$ cat config.mk
export PLATFORM = sky130hd
export DESIGN_NAME = cfu_resp_tracker
export DESIGN_NICKNAME = d
export VERILOG_FILES = /design/src/rtl/cfu_resp_tracker.sv
export SDC_FILE = /design/constraint.sdc
export NUM_CORES = 1
export LEC_CHECK = 0
export CAP_MARGIN = 10
export CELL_PAD_IN_SITES_DETAIL_PLACEMENT = 1
export CELL_PAD_IN_SITES_GLOBAL_PLACEMENT = 1
export CORE_AREA = 10 10 97 163
export CTS_CLUSTER_SIZE = 10
export DETAILED_ROUTE_END_ITERATION = 7
export DIE_AREA = 0 0 107 173
export PLACE_DENSITY = 0.91
export SLEW_MARGIN = 10
export SYNTH_ARGS = -nofsm -noshare
export SYNTH_HDL_FRONTEND = slang
export SYNTH_SLANG_ARGS = --single-unit
$ cat constraint.sdc
create_clock -name clk -period 3.45 [get_ports clk]
set_input_delay 0.5175 -clock clk [delete_from_list [all_inputs] [get_ports clk]]
set_output_delay 0.5175 -clock clk [all_outputs]
set_load 0.1 [all_outputs]
$ cat src/rtl/cfu_resp_tracker.sv
// CFU request-ID tracker: credit-limited request passthrough plus a response buffer that re-pairs data with IDs.
// Optional watchdog enabled by defining CFU_RESP_TRACKER_TIMEOUT_EN.
module cfu_resp_tracker #(
    parameter int ID_W           = 4,
    parameter int DATA_W         = 32,
    parameter int DEPTH          = 4,
    parameter int TIMEOUT_CYCLES = 1024
) (
    input  logic                         clk,
    input  logic                         rst,
    input  logic                         up_req_valid,
    output logic                         up_req_ready,
    input  logic [ID_W-1:0]              up_req_id,
    output logic                         dn_req_valid,
    input  logic                         dn_req_ready,
    input  logic                         dn_resp_valid,
    input  logic [DATA_W-1:0]            dn_resp_data,
    output logic                         up_resp_valid,
    input  logic                         up_resp_ready,
    output logic [ID_W-1:0]              up_resp_id,
    output logic [DATA_W-1:0]            up_resp_data,
    output logic [$clog2(DEPTH+1)-1:0]   outstanding,
    output logic                         resp_err,
    output logic                         timeout_err
);

    localparam int CW = $clog2(DEPTH + 1);
    localparam int PW = (DEPTH > 1) ? $clog2(DEPTH) : 1;
    localparam logic [PW-1:0] LAST    = PW'(DEPTH - 1);
    localparam logic [CW-1:0] DEPTH_C = CW'(DEPTH);

    logic [ID_W-1:0]   r_id_mem  [DEPTH];
    logic [DATA_W-1:0] r_dat_mem [DEPTH];

    logic [PW-1:0] r_id_wr;
    logic [PW-1:0] r_id_rd;
    logic [PW-1:0] r_dat_wr;
    logic [PW-1:0] r_dat_rd;
    logic [CW-1:0] r_cnt;
    logic [CW-1:0] r_pend;
    logic [CW-1:0] r_dcnt;
    logic          r_resp_err;

    logic w_not_full;
    logic w_accept;
    logic w_match;
    logic w_resp_vld;
    logic w_deliver;

    function automatic logic [PW-1:0] f_inc(input logic [PW-1:0] p);
        return (p == LAST) ? '0 : p + PW'(1);
    endfunction

    // Credit check uses registered state only, so no ready-to-ready path.
    assign w_not_full = (r_cnt < DEPTH_C);
    assign dn_req_valid = up_req_valid & w_not_full;
    assign up_req_ready = dn_req_ready & w_not_full;
    assign w_accept = up_req_valid & up_req_ready;

    assign w_match    = dn_resp_valid & (r_pend != '0);
    assign w_resp_vld = (r_dcnt != '0);
    assign w_deliver  = w_resp_vld & up_resp_ready;

    assign up_resp_valid = w_resp_vld;
    assign up_resp_id    = w_resp_vld ? r_id_mem[r_id_rd] : '0;
    assign up_resp_data  = w_resp_vld ? r_dat_mem[r_dat_rd] : '0;
    assign outstanding   = r_cnt;
    assign resp_err      = r_resp_err;

    always_ff @(posedge clk) begin
        if (w_accept) begin
            r_id_mem[r_id_wr] <= up_req_id;
        end
        if (w_match) begin
            r_dat_mem[r_dat_wr] <= dn_resp_data;
        end
    end

    always_ff @(posedge clk or posedge rst) begin
        if (rst) begin
            r_id_wr    <= '0;
            r_id_rd    <= '0;
            r_dat_wr   <= '0;
            r_dat_rd   <= '0;
            r_cnt      <= '0;
            r_pend     <= '0;
            r_dcnt     <= '0;
            r_resp_err <= 1'b0;
        end else begin
            if (w_accept) begin
                r_id_wr <= f_inc(r_id_wr);
            end
            if (w_match) begin
                r_dat_wr <= f_inc(r_dat_wr);
            end
            if (w_deliver) begin
                r_id_rd  <= f_inc(r_id_rd);
                r_dat_rd <= f_inc(r_dat_rd);
            end
            r_cnt  <= r_cnt + CW'(w_accept) - CW'(w_deliver);
            r_pend <= r_pend + CW'(w_accept) - CW'(w_match);
            r_dcnt <= r_dcnt + CW'(w_match) - CW'(w_deliver);
            if (dn_resp_valid && (r_pend == '0)) begin
                r_resp_err <= 1'b1;
            end
        end
    end

`ifdef CFU_RESP_TRACKER_TIMEOUT_EN
    localparam int WW = $clog2(TIMEOUT_CYCLES + 1);
    localparam logic [WW-1:0] TMAX = WW'(TIMEOUT_CYCLES);

    logic [WW-1:0] r_wdog;
    logic [WW-1:0] w_wdog_nxt;
    logic          r_tout;

    always_comb begin
        w_wdog_nxt = r_wdog;
        if ((r_pend == '0) || w_match) begin
            w_wdog_nxt = '0;
        end else if (r_wdog != TMAX) begin
            w_wdog_nxt = r_wdog + WW'(1);
        end
    end

    always_ff @(posedge clk or posedge rst) begin
        if (rst) begin
            r_wdog <= '0;
            r_tout <= 1'b0;
        end else begin
            r_wdog <= w_wdog_nxt;
            if (w_wdog_nxt == TMAX) begin
                r_tout <= 1'b1;
            end
        end
    end

    assign timeout_err = r_tout;
`else
    // Watchdog not built; the expression is constant 0.
    assign timeout_err = (TIMEOUT_CYCLES < 0);
`endif

endmodule

# Yosys cells after proc, flatten, opt, wreduce, memory -nomap -nowiden
# Memories as Yosys holds them, arrays and structs flattened.
# Cells that the tools add are included.
# word_totals
in_bits	42
reg_bits	18
elab_cells	44
ramBits	144
mem_count	2
# memory_table
name	depth	word_bits	rd	rd_clocked_by_memory_dff	write_ports	line	rtl
r_dat_mem	4	32	1	0	1	33	logic [DATA_W-1:0] r_dat_mem [DEPTH];
r_id_mem	4	4	1	0	1	32	logic [ID_W-1:0] r_id_mem [DEPTH];
# op_classes
eq_ne	4
addsub	10
order_cmp	1
mux	10
bitwise_logic	5
reduce_logical	4
# ops
op	count
32-bit 2-to-1 mux	1
3-bit by 1-bit adder with 3-bit output	3
3-bit by 1-bit subtractor with 3-bit output	3
2-bit by 1-bit adder with 2-bit output, second input constant	4
2-bit equality test, second input constant	4
2-bit 2-to-1 mux	4
3-bit nonzero test	2
1-bit bitwise AND	5
1-bit 2-to-1 mux	4
4-bit 2-to-1 mux	1
3-bit logical NOT	1
3-bit less-than comparator, second input constant	1
1-bit logical AND	1

# Longest topological paths before layout
# Gate-level depths: netlist of run 1.
# depth
depth_word	5
depth_mapped	8
depth_no_buf	7

# Worst setup path before layout of run 1
# No wires, ideal clock.
# synth_timing
path_kind	register to output
from	register r_dcnt[1]
to	output port up_resp_data[22]
slack_ns	0.373
path_stages_with_launch	5
required_ns	2.932
arrival_ns	2.559
path_cell_list	dfrtp_1 or3_1 buf_2 clkbuf_1 and2_1
# synth_via
elab_chain_len	2
# synth_rtl
element	line	rtl
start, declared	41	logic [CW-1:0] r_dcnt;
start signal, assigned	102	r_dcnt <= r_dcnt + CW'(w_match) - CW'(w_deliver);
3-bit nonzero test	61	assign w_resp_vld = (r_dcnt != '0);
via up_resp_valid	18	output logic up_resp_valid,
32-bit 2-to-1 mux	66	assign up_resp_data = w_resp_vld ? r_dat_mem[r_dat_rd] : '0;
end, declared	21	output logic [DATA_W-1:0] up_resp_data,
# The timed path passes the listed nets, and every way through them passes these cells.

# Worst setup path in the final report of run 1
# layout_timing
from	register r_dat_rd[0]
to	output port up_resp_data[8]
# layout_via
elab_chain_len	2
# layout_rtl
element	line	rtl
start, declared	38	logic [PW-1:0] r_dat_rd;
start signal, assigned	98	r_dat_rd <= f_inc(r_dat_rd);
memory read 4 x 32 bit	--	
32-bit 2-to-1 mux	66	
# No other way between the ends.

==> results of run 1 <==
## layer usage
layer / share of wire (%) / vias to the layer above / wire, um / track usage (%)
li1: - / 1430 / - / -
met1: 36 / 1641 / 5117 / 16.76
met2: 58 / 81 / 8210 / 29.10
met3: 4.1 / 14 / 580 / 4.691
met4: 1.4 / 0 / 201 / 5.385
met5: 0 / - / 0 / 0
## cells in the final DEF, fill, tap and decap left out
cell / synthesis / routed
clkbuf_16: 0 / 17
o31ai_4: 1 / 1
and2_2: 0 / 4
nor2b_1: 2 / 2
or3_1: 1 / 1
nor3_1: 1 / 1
and3b_1: 1 / 1
conb_1: 1 / 1
dfrtp_1: 18 / 17
a21o_1: 1 / 1
fa_1: 3 / 3
xnor2_1: 9 / 9
edfxtp_1: 144 / 144
mux2_2: 8 / 8
ha_1: 13 / 13
inv_1: 11 / 11
bufinv_16: 0 / 1
mux4_2: 32 / 32
mux4_1: 4 / 4
clkinv_4: 0 / 2
o31ai_1: 1 / 1
inv_6: 0 / 8
clkdlybuf4s50_1: 0 / 45
clkinvlp_4: 0 / 3
and2_1: 44 / 40
clkinv_1: 0 / 1
buf_4: 1 / 47
o31a_1: 1 / 1
dfrtp_2: 0 / 1
nor2_1: 7 / 7
## synthesized netlist by cell type
library cell  number  share of area (%)
edfxtp_1         144                 66
and2_1            44                4.2
mux4_2            32                 11
dfrtp_1           18                6.9
ha_1              13                2.5
inv_1             11               0.63
xnor2_1            9                1.2
mux2_2             8                1.4
nor2_1             7               0.40
buf_2              6               0.46
clkbuf_1           4               0.23
mux4_1             4                1.6
buf_12             3               0.92
fa_1               3               0.92
nor2b_1            2               0.19
a21o_1             1               0.11
and3b_1            1               0.13
buf_4              1               0.11
buf_6              1               0.17
conb_1             1              0.057
nor3_1             1              0.076
o31a_1             1               0.13
o31ai_1            1               0.11
o31ai_4            1               0.33
or3_1              1              0.096
## area by class of cell
class	instances	area share [%]
repair buffers	92	10.03
well taps	171	2.671
flip-flops and latches	162	59.63
inverters	11	0.5155
clock buffers	17	5.312
multi-input cells	130	20.04
clock inverters	15	1.797
## worst min-delay path by stage
stage	endpoint	depth (start not counted)
after global placement	resp_err$_DFFE_PP0P_	1
after global routing	resp_err$_DFFE_PP0P_	1
after CTS	resp_err$_DFFE_PP0P_	1
final	resp_err$_DFFE_PP0P_	1
after floorplan	outstanding[0]$_DFF_PP0_	1
after detailed placement	resp_err$_DFFE_PP0P_	1
## through the flow
step	worst slack (ns)	hold WS [ns]	cell area [sq um]
finish	0.4107	0.4599	8009
global route	0.2179	0.4924	8009
CTS	0.3378	0.4683	8009
detailed placement	0.7020	0.4518	7440
global placement	0.8173	0.4454	7440
floorplan	0.3731	0.4561	6540
## registers in the layout, indices dropped and copies added, names as in the netlist
name / count
resp_err: 1
r_dcnt: 3
r_pend: 3
r_dat_mem: 128
r_dat_rd: 2
r_dat_wr: 2
r_id_mem: 16
r_id_wr: 2
outstanding: 3
r_id_rd: 2
## cells by family after synthesis
logic type | Yosys count | synth area share (%)
other | 1 | 0.05734
xor gates and xnor gates | 9 | 1.205
DFF | 162 | 73.01
AOI/OAI and AO/OA | 4 | 0.6888
adders and majority gates | 16 | 3.405
and+or+nand+nor | 56 | 5.108
muxes | 44 | 14.00
buffers and inverters | 26 | 2.525
==> run_results.csv, run 1 <==
group,metric,value,unit
synthesis,seq_area_frac_synth,73.01,%
place,gp_congestion,0.7250,
synthesis,syn_inst,318,
setup_path,slowest_stage,"dfrtp_2",
sta,setup-tns-final,0,ns
hold_path,hp-class,"reg -> reg",
sta,rsz0062_at_grt,"false",
cts,post_cts_buffers,0,
final_layout,drive_above_1_share,29.04,%
setup_path,cp_common_cell,"buf_4",
final_layout,fin_nets,472,
cts,cts.sink_count,162,
setup_path,crit_family,"flip-flops",
route,vias_per_cell,5.294,
setup_path,reg2reg_from,"r_dcnt[1]$_DFF_PP0_",
final_layout,fillCellCount,1160,
setup_path,startpoint,"r_dat_rd[0]$_DFFE_PP0P_",
final_layout,seqCellArea,4776,sq um
global_routing,grt_max_degree,38,
route,drtIter0Drc,123,
floorplanning,die_w,107,um
sta,drv_slew,0,
synthesis,yosysWarnings,0,
synthesis,avgSynthCellArea,20.57,sq um
synthesis,syn_nets,376,
setup_path,r2r_cells,7,
cts,clockBufferDepth,2,
global_routing,grt_pass1_vias,3702,
floorplanning,fp.dieH,173,um
global_routing,antenna_found_initial,0,
synthesis,syn_area,6540,sq um
setup_path,worstSetupStartpointType,"flop",
floorplanning,start_util,50.55,%
route,routed_wl,14110,um
route,drc_errors,0,
cts,htree_levels,4,
setup_path,crit_arrival,2.52,ns
run,drv_cap,0,
place,port_buffers,84,
setup_path,r2r_setup_slack,1.21,ns
global_routing,grt-ovfl-total,0,
synthesis,yosysUniqueCellTypes,25,
sta,fmax,329.0,MHz
route,avgRoutedWirePerCell,23.60,um
cts,clk_pin_slew,0.06,ns
route,antenna_left,0,
setup_path,path_depth,4,
route,num_vias,3166,
setup_path,critPathRequiredTime,2.93,ns
sta,min_period,3.039,ns
cts,cts_hold_buf,0,
floorplanning,ioPinCount,86,
cts,cts_resized,0,
place,placedCellCount,566,
floorplanning,rows,55,
sta,hold_viol,0,
setup_path,end_kind,"primary output",
route,drt_pass1_iterations,5,
hold_path,min_from,"resp_err$_DFFE_PP0P_",
final_layout,multi_input_area,1605,sq um
setup_path,crit_path_cell_trace,"buf_4 > mux4_2 > and2_1 > buf_4",
setup_path,cp_num_buf_inv,2,
final_layout,syn2layout_area_growth,22.46,%
setup_path,slowest_delay,0.88,ns
place,dp_hpwl,9486,um
setup_path,reg2reg_to,"r_dcnt[2]$_DFF_PP0_",
setup_path,critPathMaxFanout,25,
final_layout,final_cells,598,
setup_path,critPathKind,"reg -> out",
synthesis,postSynthRegisterBits,162,
sta,fin_skew,0.007978,ns
cts,root_buffer,"clkbuf_16",
sta,tightest_slew,1.110,ns
cts,clk-insertion-delay-late,0.42,ns
sta,setup_violations,0,
floorplanning,core_area,12940,sq um
setup_path,crit_path_end,"up_resp_data[8]",
final_layout,finish.utilization,61.91,%
run_status,status,"finished clean",
final_layout,insertedDiodeCount,0,
floorplanning,die_area,18510,sq um
global_routing,grt_pass1_wl,22080,um
global_routing,grt_usage,15.96,%
cts,cts_tree,"yes",
cts,numCtsBuffers,17,
sta,finalCritPeriodShare,88.09,%
sta,relSlewSlack,25.98,%
Power of run 1 is left out: the tool's default activity adds up to more than one toggle a clock period on the data nets, which glitch-free logic cannot reach.
==> run 2: changes to the inputs <==
- SLEW_MARGIN: 10 -> 20
==> run 2 against run 1 <==
  * First-iteration DRC count shrank 4.1%
  * Critical path depth unchanged
  * Worst hold slack did not move
  * Die area unchanged
  * Flip-flop and latch count unchanged
  * Non-clock buffer count unchanged
  * Critical path type unchanged
==> run_results.csv, run 2 (same netlist as run 1, synthesis figures left out) <==
group,metric,value,unit
global_routing,grt_pass1_vias,3702,
global_routing,antenna_found_initial,0,
cts,clockBufferDepth,2,
sta,setup-tns-final,0,ns
route,vias_per_cell,5.279,
route,wl_met2,8293,um
floorplanning,die_w,107,um
sta,finalCritPeriodShare,88.11,%
setup_path,end_kind,"primary output",
final_layout,largest_register,"r_dat_mem",
cts,clk_pin_slew,0.06,ns
place,dpl_worst_slack,0.7020,ns
setup_path,worstSetupStartpointType,"flop",
floorplanning,core_area,12940,sq um
floorplanning,rows,55,
sta,min_period,3.040,ns
cts,clk-insertion-delay-late,0.42,ns
sta,rsz0062_at_grt,"false",
cts,cts.sink_count,162,
route,num_vias,3157,
setup_path,slowest_stage,"dfrtp_2",
route,routed_wl,14140,um
sta,drv_slew,0,
final_layout,largest_register_ffs,128,
setup_path,critPathMaxFanout,25,
route,wl_met3,617,um
global_routing,grt_pass1_wl,22080,um
floorplanning,ioPinCount,86,
global_routing,grt_max_degree,38,
final_layout,syn2layout_area_growth,22.48,%
final_layout,layout_common_cells,"edfxtp_1 (144), buf_4 (47), clkdlybuf4s50_1 (45)",
floorplanning,start_util,50.55,%
route,drtIter0Drc,118,
run_status,status,"finished clean",
sta,setup_slack,0.4102,ns
final_layout,reg.largest.list,"r_dat_mem: 128 flops, r_id_mem: 16 flops",
sta,setup_violations,0,
route,drc_errors,0,
sta,fin_skew,0.009268,ns
cts,cts_hold_buf,0,
cts,numCtsBuffers,17,
setup_path,critPathRequiredTime,2.93,ns
route,drt-met1-wl,5063,um
final_layout,layout.cells.most_common,"edfxtp_1",
place,dp_hpwl,9486,um
final_layout,insertedDiodeCount,0,
run,drv_cap,0,
floorplanning,fp.dieH,173,um
cts,cts_resized,0,
final_layout,fin_nets,472,
setup_path,slowest_delay,0.88,ns
final_layout,drive_above_1_share,29.27,%
sta,tightest_slew,0.9829,ns
route,avgRoutedWirePerCell,23.64,um
setup_path,critPathKind,"reg -> out",
global_routing,grt_usage,15.96,%
cts,post_cts_buffers,0,
global_routing,grt-ovfl-total,0,
cts,htree_levels,4,
setup_path,crit_arrival,2.52,ns
route,drt_pass1_iterations,6,
place,port_buffers,84,
sta,hold_viol,0,
cts,cts_tree,"yes",
route,top_layer,"met4",
setup_path,cp_common_cell,"buf_4",
sta,fmax,329.0,MHz
cts,root_buffer,"clkbuf_16",
floorplanning,die_area,18510,sq um
place,gp_congestion,0.7250,
setup_path,crit_path_cell_trace,"buf_4 > mux4_2 > and2_1 > buf_4",
sta,relSlewSlack,34.26,%
hold_path,hp-class,"reg -> reg",
route,antenna_left,0,
[run 2: cell types whose count changed in the layout (fill, tap and decap cells not counted)]
cell,previous run,this run
or3_1,1,0
or3_2,0,1
[run 2: layout make-up]
type                            count  area [sq um]
Clock buffer                       17         425.4
Sequential cell                   162          4776
Fill cell                        1160          4927
Inverter                           11         41.29
Tap cell                          171         214.0
Clock inverter                     15         143.9
Multi-Input combinational cell    130          1607
Timing Repair Buffer               92         803.3
[run 2: critical path: cells and delay by family, from the launching register on]
family	cells	cell delay (ns)
buf+inv	2	0.55
mux	1	0.50
simple gates	1	0.17
flops	1	0.88
[run 2: final timing paths]
check | start | end | slack [ns] | cells past startpoint
max | r_dat_rd[0]$_DFFE_PP0P_ | up_resp_data[8] | 0.41 | 4
min | resp_err$_DFFE_PP0P_ | resp_err$_DFFE_PP0P_ | 0.46 | 1
max reg2reg | r_dcnt[1]$_DFF_PP0_ | r_dcnt[2]$_DFF_PP0_ | 1.22 | 7
min reg2reg | resp_err$_DFFE_PP0P_ | resp_err$_DFFE_PP0P_ | 0.46 | 1
max in group asynchronous | rst | r_dat_rd[0]$_DFFE_PP0P_ | 2.44 | 2
min in group asynchronous | rst | r_id_wr[0]$_DFFE_PP0P_ | 0.51 | 2
[run 2: routing by layer]
metal  vias up  global-route usage, %
met3         9                  4.691
met1      1634                  16.76
met2        86                  29.10
met5         -                      0
li1       1428                      -
met4         0                  5.385
[run 2: through the flow]
stage | instance area [sq um] | utilization (%) | instances | hold slack, ns
after floorplan | 6540 | - | 318 | 0.4561
after global placement | 7440 | 57.50 | 566 | 0.4454
after detailed placement | 7440 | 57.50 | 566 | 0.4518
after CTS | 8009 | 61.91 | 598 | 0.4683
after global routing | 8010 | 61.91 | 598 | 0.4924
final | 8010 | 61.91 | 598 | 0.4599
Power of run 2 is left out for the same reason.
